$ cat src/rtl/ripple_counter_n.sv
// ripple_counter_n: parametrised up/down counter with a ripple full-adder next-value chain.
//   in_clock       rising-edge clock
//   in_reset       asynchronous active-low reset
//   in_enable      one count step per enabled cycle
//   in_up          1 = increment, 0 = decrement
//   in_load        synchronous load strobe (beats in_enable)
//   in_load_value  load value, clamped to MAX_VALUE
//   in_clear_flag  clears out_overflow (a same-cycle boundary event wins)
//   out_value      registered count, 0..MAX_VALUE
//   out_terminal   combinational: at the range end in the current direction
//   out_wrap       registered one-cycle pulse on each range-boundary event
//   out_overflow   sticky range-boundary flag

module fa (
    input  logic a_i,
    input  logic b_i,
    input  logic c_i,
    output logic s_o,
    output logic c_o
);
    assign s_o = a_i ^ b_i ^ c_i;
    assign c_o = (a_i & b_i) | (c_i & (a_i ^ b_i));
endmodule

module ripple_counter_n #(
    parameter int unsigned      WIDTH     = 8,
    parameter logic [WIDTH-1:0] MAX_VALUE = {WIDTH{1'b1}},
    parameter bit               SATURATE  = 1'b0
) (
    input  logic             in_clock,
    input  logic             in_reset,
    input  logic             in_enable,
    input  logic             in_up,
    input  logic             in_load,
    input  logic [WIDTH-1:0] in_load_value,
    input  logic             in_clear_flag,
    output logic [WIDTH-1:0] out_value,
    output logic             out_terminal,
    output logic             out_wrap,
    output logic             out_overflow
);
    logic [WIDTH-1:0] value_q, value_d, addend, sum, load_clamped;
    logic [WIDTH:0]   carry;
    logic             wrap_q, wrap_d, ovf_q, ovf_d, at_end, boundary, co_unused;

    // Decrement is an add of all-ones; the carry out of the top cell is meaningless here.
    assign addend   = in_up ? WIDTH'(1) : '1;
    assign carry[0] = 1'b0;
    assign co_unused = carry[WIDTH];

    for (genvar i = 0; i < WIDTH; i++) begin : g_chain
        fa u_fa (
            .a_i(value_q[i]),
            .b_i(addend[i]),
            .c_i(carry[i]),
            .s_o(sum[i]),
            .c_o(carry[i+1])
        );
    end

    assign at_end       = in_up ? (value_q == MAX_VALUE) : (value_q == '0);
    assign boundary     = !in_load && in_enable && at_end;
    assign load_clamped = (in_load_value > MAX_VALUE) ? MAX_VALUE : in_load_value;

    always_comb begin
        value_d = in_load    ? load_clamped :
                  !in_enable ? value_q      :
                  !at_end    ? sum          :
                  SATURATE   ? value_q      :
                  in_up      ? '0           : MAX_VALUE;
        wrap_d  = boundary;
        ovf_d   = boundary || (ovf_q && !in_clear_flag);
    end

    always_ff @(posedge in_clock or negedge in_reset) begin
        if (!in_reset) begin
            value_q <= '0;
            wrap_q  <= 1'b0;
            ovf_q   <= 1'b0;
        end else begin
            value_q <= value_d;
            wrap_q  <= wrap_d;
            ovf_q   <= ovf_d;
        end
    end

    assign out_value    = value_q;
    assign out_terminal = at_end;
    assign out_wrap     = wrap_q;
    assign out_overflow = ovf_q;
endmodule

$ cat config.mk
export PLATFORM = sky130hd
export DESIGN_NAME = ripple_counter_n
export DESIGN_NICKNAME = d
export VERILOG_FILES = /design/src/rtl/ripple_counter_n.sv
export SDC_FILE = /design/constraint.sdc
export NUM_CORES = 1
export LEC_CHECK = 0
export BUFFER_PORTS_ARGS = -buffer_cell sky130_fd_sc_hd__buf_2
export CORE_MARGIN = 2
export CORE_UTILIZATION = 52
export DETAILED_ROUTE_END_ITERATION = 10
export GPL_ROUTABILITY_DRIVEN = 0
export PLACE_DENSITY = 0.81
export SKIP_CTS_REPAIR_TIMING = 1
export SYNTH_ARGS = -nofsm -noshare
export SYNTH_HDL_FRONTEND = slang
export SYNTH_SLANG_ARGS = --single-unit
export TNS_END_PERCENT = 20
$ cat constraint.sdc
create_clock -name in_clock -period 7 [get_ports in_clock]
set_clock_uncertainty 0.2 [all_clocks]
set_input_delay 0 -clock in_clock [delete_from_list [all_inputs] [get_ports in_clock]]
set_output_delay 0 -clock in_clock [all_outputs]
set_load 0.05 [all_outputs]
# == Word level (Yosys, flattened, before mapping) ==
# Index checks and enable logic that the tools add are counted.
# op_classes
n_lt_le_gt_ge,1
eq_ne,1
n_mux,7
bitwise_logic,34
reduce_logical,8
# ops
operator,n
$mux 8,6
$xor 1x1->1,15
$and 1x1->1,13
$eq 8x8->1 const B,1
$gt 8x8->1 const B,1
$logic_not 8->1,1
$or 1x1->1,6
$logic_and 1x1->1,3
$logic_not 1->1,2
$reduce_bool 2->1,1
$logic_or 1x1->1,1
$mux 1,1
# totals
register_bits,10
input_bits,14
output_inout_bits,11
elab_cells,54

# == Depth between registers and ports, before layout ==
# logic_depth
ltp_word,18
mapped_depth,12
depth_no_buf,12

# == By module ==
# From an unflattened synthesis, not the netlist that was laid out.
# hier_totals
cells_unflattened,73
area_unflattened_um2,713.2
# by_module_without_submodules
module,n_inst,cells_each,area_per_inst_um2,seq_area_each_um2
ripple_counter_n,1,65,553.0,250.2
fa,8,1,20.0,0.0

# == Worst setup path after synthesis ==
# No wires, ideal clock.
# synth_timing
path_type,flip-flop to flip-flop
startpoint,"reg value_q[1], in the netlist out_value[1]"
endpoint,"reg value_q[7], in the netlist out_value[7]"
setup_ps,123
t_arrival_ps,2673
t_required_ps,6677
slack_ps,4004
stages_incl_launch_ff,12
n_path_buf,0
period_less_slack_ps,2996
cell_sequence,dfrtp_1 fa_1 fa_1 fa_1 inv_1 fa_1 fa_1 fa_1 xnor2_1 xnor2_1 a211oi_1 o21ai_1
# synth_between
elab_chain_len,17
elab_cells_between_ends,21
cone_classes,1 x eq/ne; 4 x mux; 15 x bitwise; 1 x reduce/logical
# synth_lines
element,line,text
from (decl),42,"logic [WIDTH-1:0] value_q, value_d, addend, sum, load_clamped;"
from (signal assigned),81,value_q <= value_d;
$xor 1x1->1,22,assign c_o = (a_i & b_i) | (c_i & (a_i ^ b_i));
$and 1x1->1,22,
$or 1x1->1,22,
$and 1x1->1,22,
$or 1x1->1,22,
$and 1x1->1,22,
$or 1x1->1,22,
$and 1x1->1,22,
$or 1x1->1,22,
$and 1x1->1,22,
$or 1x1->1,22,
$and 1x1->1,22,
$or 1x1->1,22,
$xor 1x1->1,21,assign s_o = a_i ^ b_i ^ c_i;
$mux 8 *,68,!at_end ? sum :
$mux 8 *,67,!in_enable ? value_q :
$mux 8 *,66,value_d = in_load ? load_clamped :
# Every way passes the cells marked *; elsewhere a longest branch is shown, timed or not. The select of a mux whose other input is x is not followed.
# A chain may end at the register's enable or synchronous reset.

# == Final worst setup path ==
# Same ends and word-level chain as after synthesis.

==> impl_metrics.toml <==
[power_and_ir_drop]
p_clk_share_pct = 19.1
combPwrFrac_pct = 45.2
powerDensity_nw_per_um2 = 214
power.total_mw = 0.215
p_switching_mw = 0.0920
p_int_mw = 0.123
p_leak_nw = 0.491
swShare_pct = 42.8
peakVddDrop_mv = 0.138
seqPwrFrac_pct = 35.7

[clock_network]
cts_tree = "done"
cts_buffers = 3
cts_max_level = 1
clock_path_buffers = 2
numClockSinks = 10
clkTransAtPathRegs_ns = 0.07
clk_latency_ns = 0.27
root_buffer = "clkbuf_4"

[critical_path]
slowest_delay_ns = 0.46
crit_type = "flop to flop"
worst_path_max_delay_cell = "dfrtp_1"
critPathLaunchType = "flop"
path_buf_inv = 1
cp-end-kind = "flop"
worstPathMaxFanout = 5
critPathMostFrequentCell = "fa_1"
path_cells = "fa_1, fa_1, fa_1, inv_1, fa_1, fa_1, fa_1, xnor2_1, xnor2_1, a211oi_1, o21ai_1"
cp.arrival_ns = 3.23
critPathRequiredTime_ns = 6.96
cp_top_family = "adder cells"

[global_routing]
grt_overflow = 0
antenna_found_initial = 0
grt_usage_pct = 23.0
grt_pass1_wl_microns = 2990
grt_max_degree = 19
grt_pass1_vias = 661

[finish]
antenna_cells = 0
design_area_sq_um = 1010
layout_commonest_cell = "buf_2"
final_cell_mix = "buf_2, dlygate4sd3_1, a21oi_1, nor2_1, dfrtp_1"
nNetsFinal = 139
area_delta_synth_final_pct = 30.5
drive_gt1_share_pct = 26.5
nFillCells = 103

[routing]
postRouteAntennaNets = 0
wl_per_cell_microns = 13.7
post_drt_via_cell_ratio = 5.03
wl_microns = 1810
remaining_drc_errors = 0
drtIter0Drc = 8
via_count = 664
dr.pass1.iters = 4

[sta]
fmax_mhz = 306
fin_crit_sh_pct = 46.7
drv_slew = 0
whs_ns = -0.0369
worst_slack_ns = 3.73
max_slew_margin_pct = 69.1
setup_tns_ns = 0
rsz0062_at_grt = "false"
hold_viol = 4
setup_viol = 0
tightestPinTransition_ns = 0.462
finalCriticalPeriod_ns = 3.27

[yosys]
seq_area_frac_synth_pct = 32.5
synth_top_area_cell = "dfrtp_1"
syn-instance-count = 87
ys_ff_latch = 10
synth_fp_nets = 107
synth_area_leaders = "dfrtp_1, fa_1, a21oi_1, buf_4, nor2_1"
synth_area_sq_um = 771
syn_avg_cell_area_sq_um = 8.86
ys_warn_count = 0
synth_cell_types = 24
synth_top_area_share_pct = 32.5

[placement]
place_worst_setup_slack_ns = 3.74
numPortBuffers = 24
dp_hpwl_microns = 1220
placedInstanceArea_sq_um = 833

[die]
ios = 25
fp-row-count = 13
die_w_microns = 42.5
die_area_sq_um = 1810
die_h_microns = 42.5
design.core.area_sq_um = 1350
start_util_pct = 57.1

[flow_run]
cap_violations = 0

[outcome]
status = "complete, but fails checks"
violations = "hold timing"

[hold_path]
holdCritPathClass = "input port to flop"
## power groups by stage
stage | combinational (mW) | clock, mW | sequential [mW]
floorplan | 0.0770 | 0 | 0.0754
global placement | 0.0846 | 0 | 0.0770
detailed placement | 0.0885 | 0 | 0.0775
CTS | 0.0888 | 0.0412 | 0.0765
global route | 0.108 | 0.0435 | 0.0787
finish | 0.0972 | 0.0410 | 0.0768
## metrics by stage
| step | cells | hold WS (ns) | util, % |
|---|---|---|---|
| 2_1_floorplan | 87 | -0.496 | - |
| 3_3_place_gp | 114 | -0.328 | 61.7 |
| 3_5_place_dp | 114 | -0.323 | 61.7 |
| 4_1_cts | 117 | -0.615 | 63.4 |
| 5_1_grt | 132 | 0.0226 | 74.5 |
| 6_report | 132 | -0.0369 | 74.5 |
## final cells by class
| class | instances | area (sq um) | share of cell area (%) |
|---|---|---|---|
| clock buffer | 3 | 22.5 | 2.24 |
| inverter | 6 | 22.5 | 2.24 |
| multi-input combinational | 59 | 422 | 41.9 |
| sequential | 10 | 250 | 24.9 |
| tap | 15 | 18.8 | 1.87 |
| timing repair buffer | 39 | 270 | 26.9 |
## logic make-up after synthesis
logic type | count (synthesis) | synth area share, %
AND/OR/NAND/NOR | 31 | 21.9
AO/OA/AOI/OAI | 19 | 13.8
adder cells (fa/ha/maj) | 6 | 15.6
buffers and inverters | 18 | 12.8
XOR/XNOR | 3 | 3.41
flip-flops | 10 | 32.5
## worst paths after layout
path | to | startpoint | slack [ns] | cells past startpoint
max in group asynchronous | out_value[1] | in_reset | 5.75 | 3
max | out_value[7] | out_value[1] | 3.73 | 11
min in group asynchronous | out_wrap | in_reset | 0.54 | 3
max reg2reg | out_value[7] | out_value[1] | 3.73 | 11
min reg2reg | out_overflow | out_overflow | 0.27 | 1
min | out_value[7] | in_enable | -0.04 | 4
## cells in the mapped netlist (all sizes together)
master	count
o21a	1
buf	8
xnor2	3
fa	6
nand2	8
a21o	1
nand3	1
or3	1
nand2b	4
nor4	2
a21oi	12
or4	2
o21ai	3
nor2b	2
nor2	11
a211oi	2
clkbuf	4
dfrtp	10
inv	6
## sequential cells by signal (all words and copies together), names as in the netlist
name          flops
out_value         8
out_overflow      1
out_wrap          1
## worst min-delay path: stages
cell and delay (ns):
buf_2 0.17, nor2_1 0.08, nand2_1 0.07, o21ai_1 0.06
## routing by layer
layer	track usage, %	up-vias	share of wire [%]
met5	0	-	0
met4	15.0	0	2.4
met3	4.74	4	3.6
met2	36.9	17	51
met1	27.6	304	43
li1	-	339	-
(Power assumes the default switching activity.)
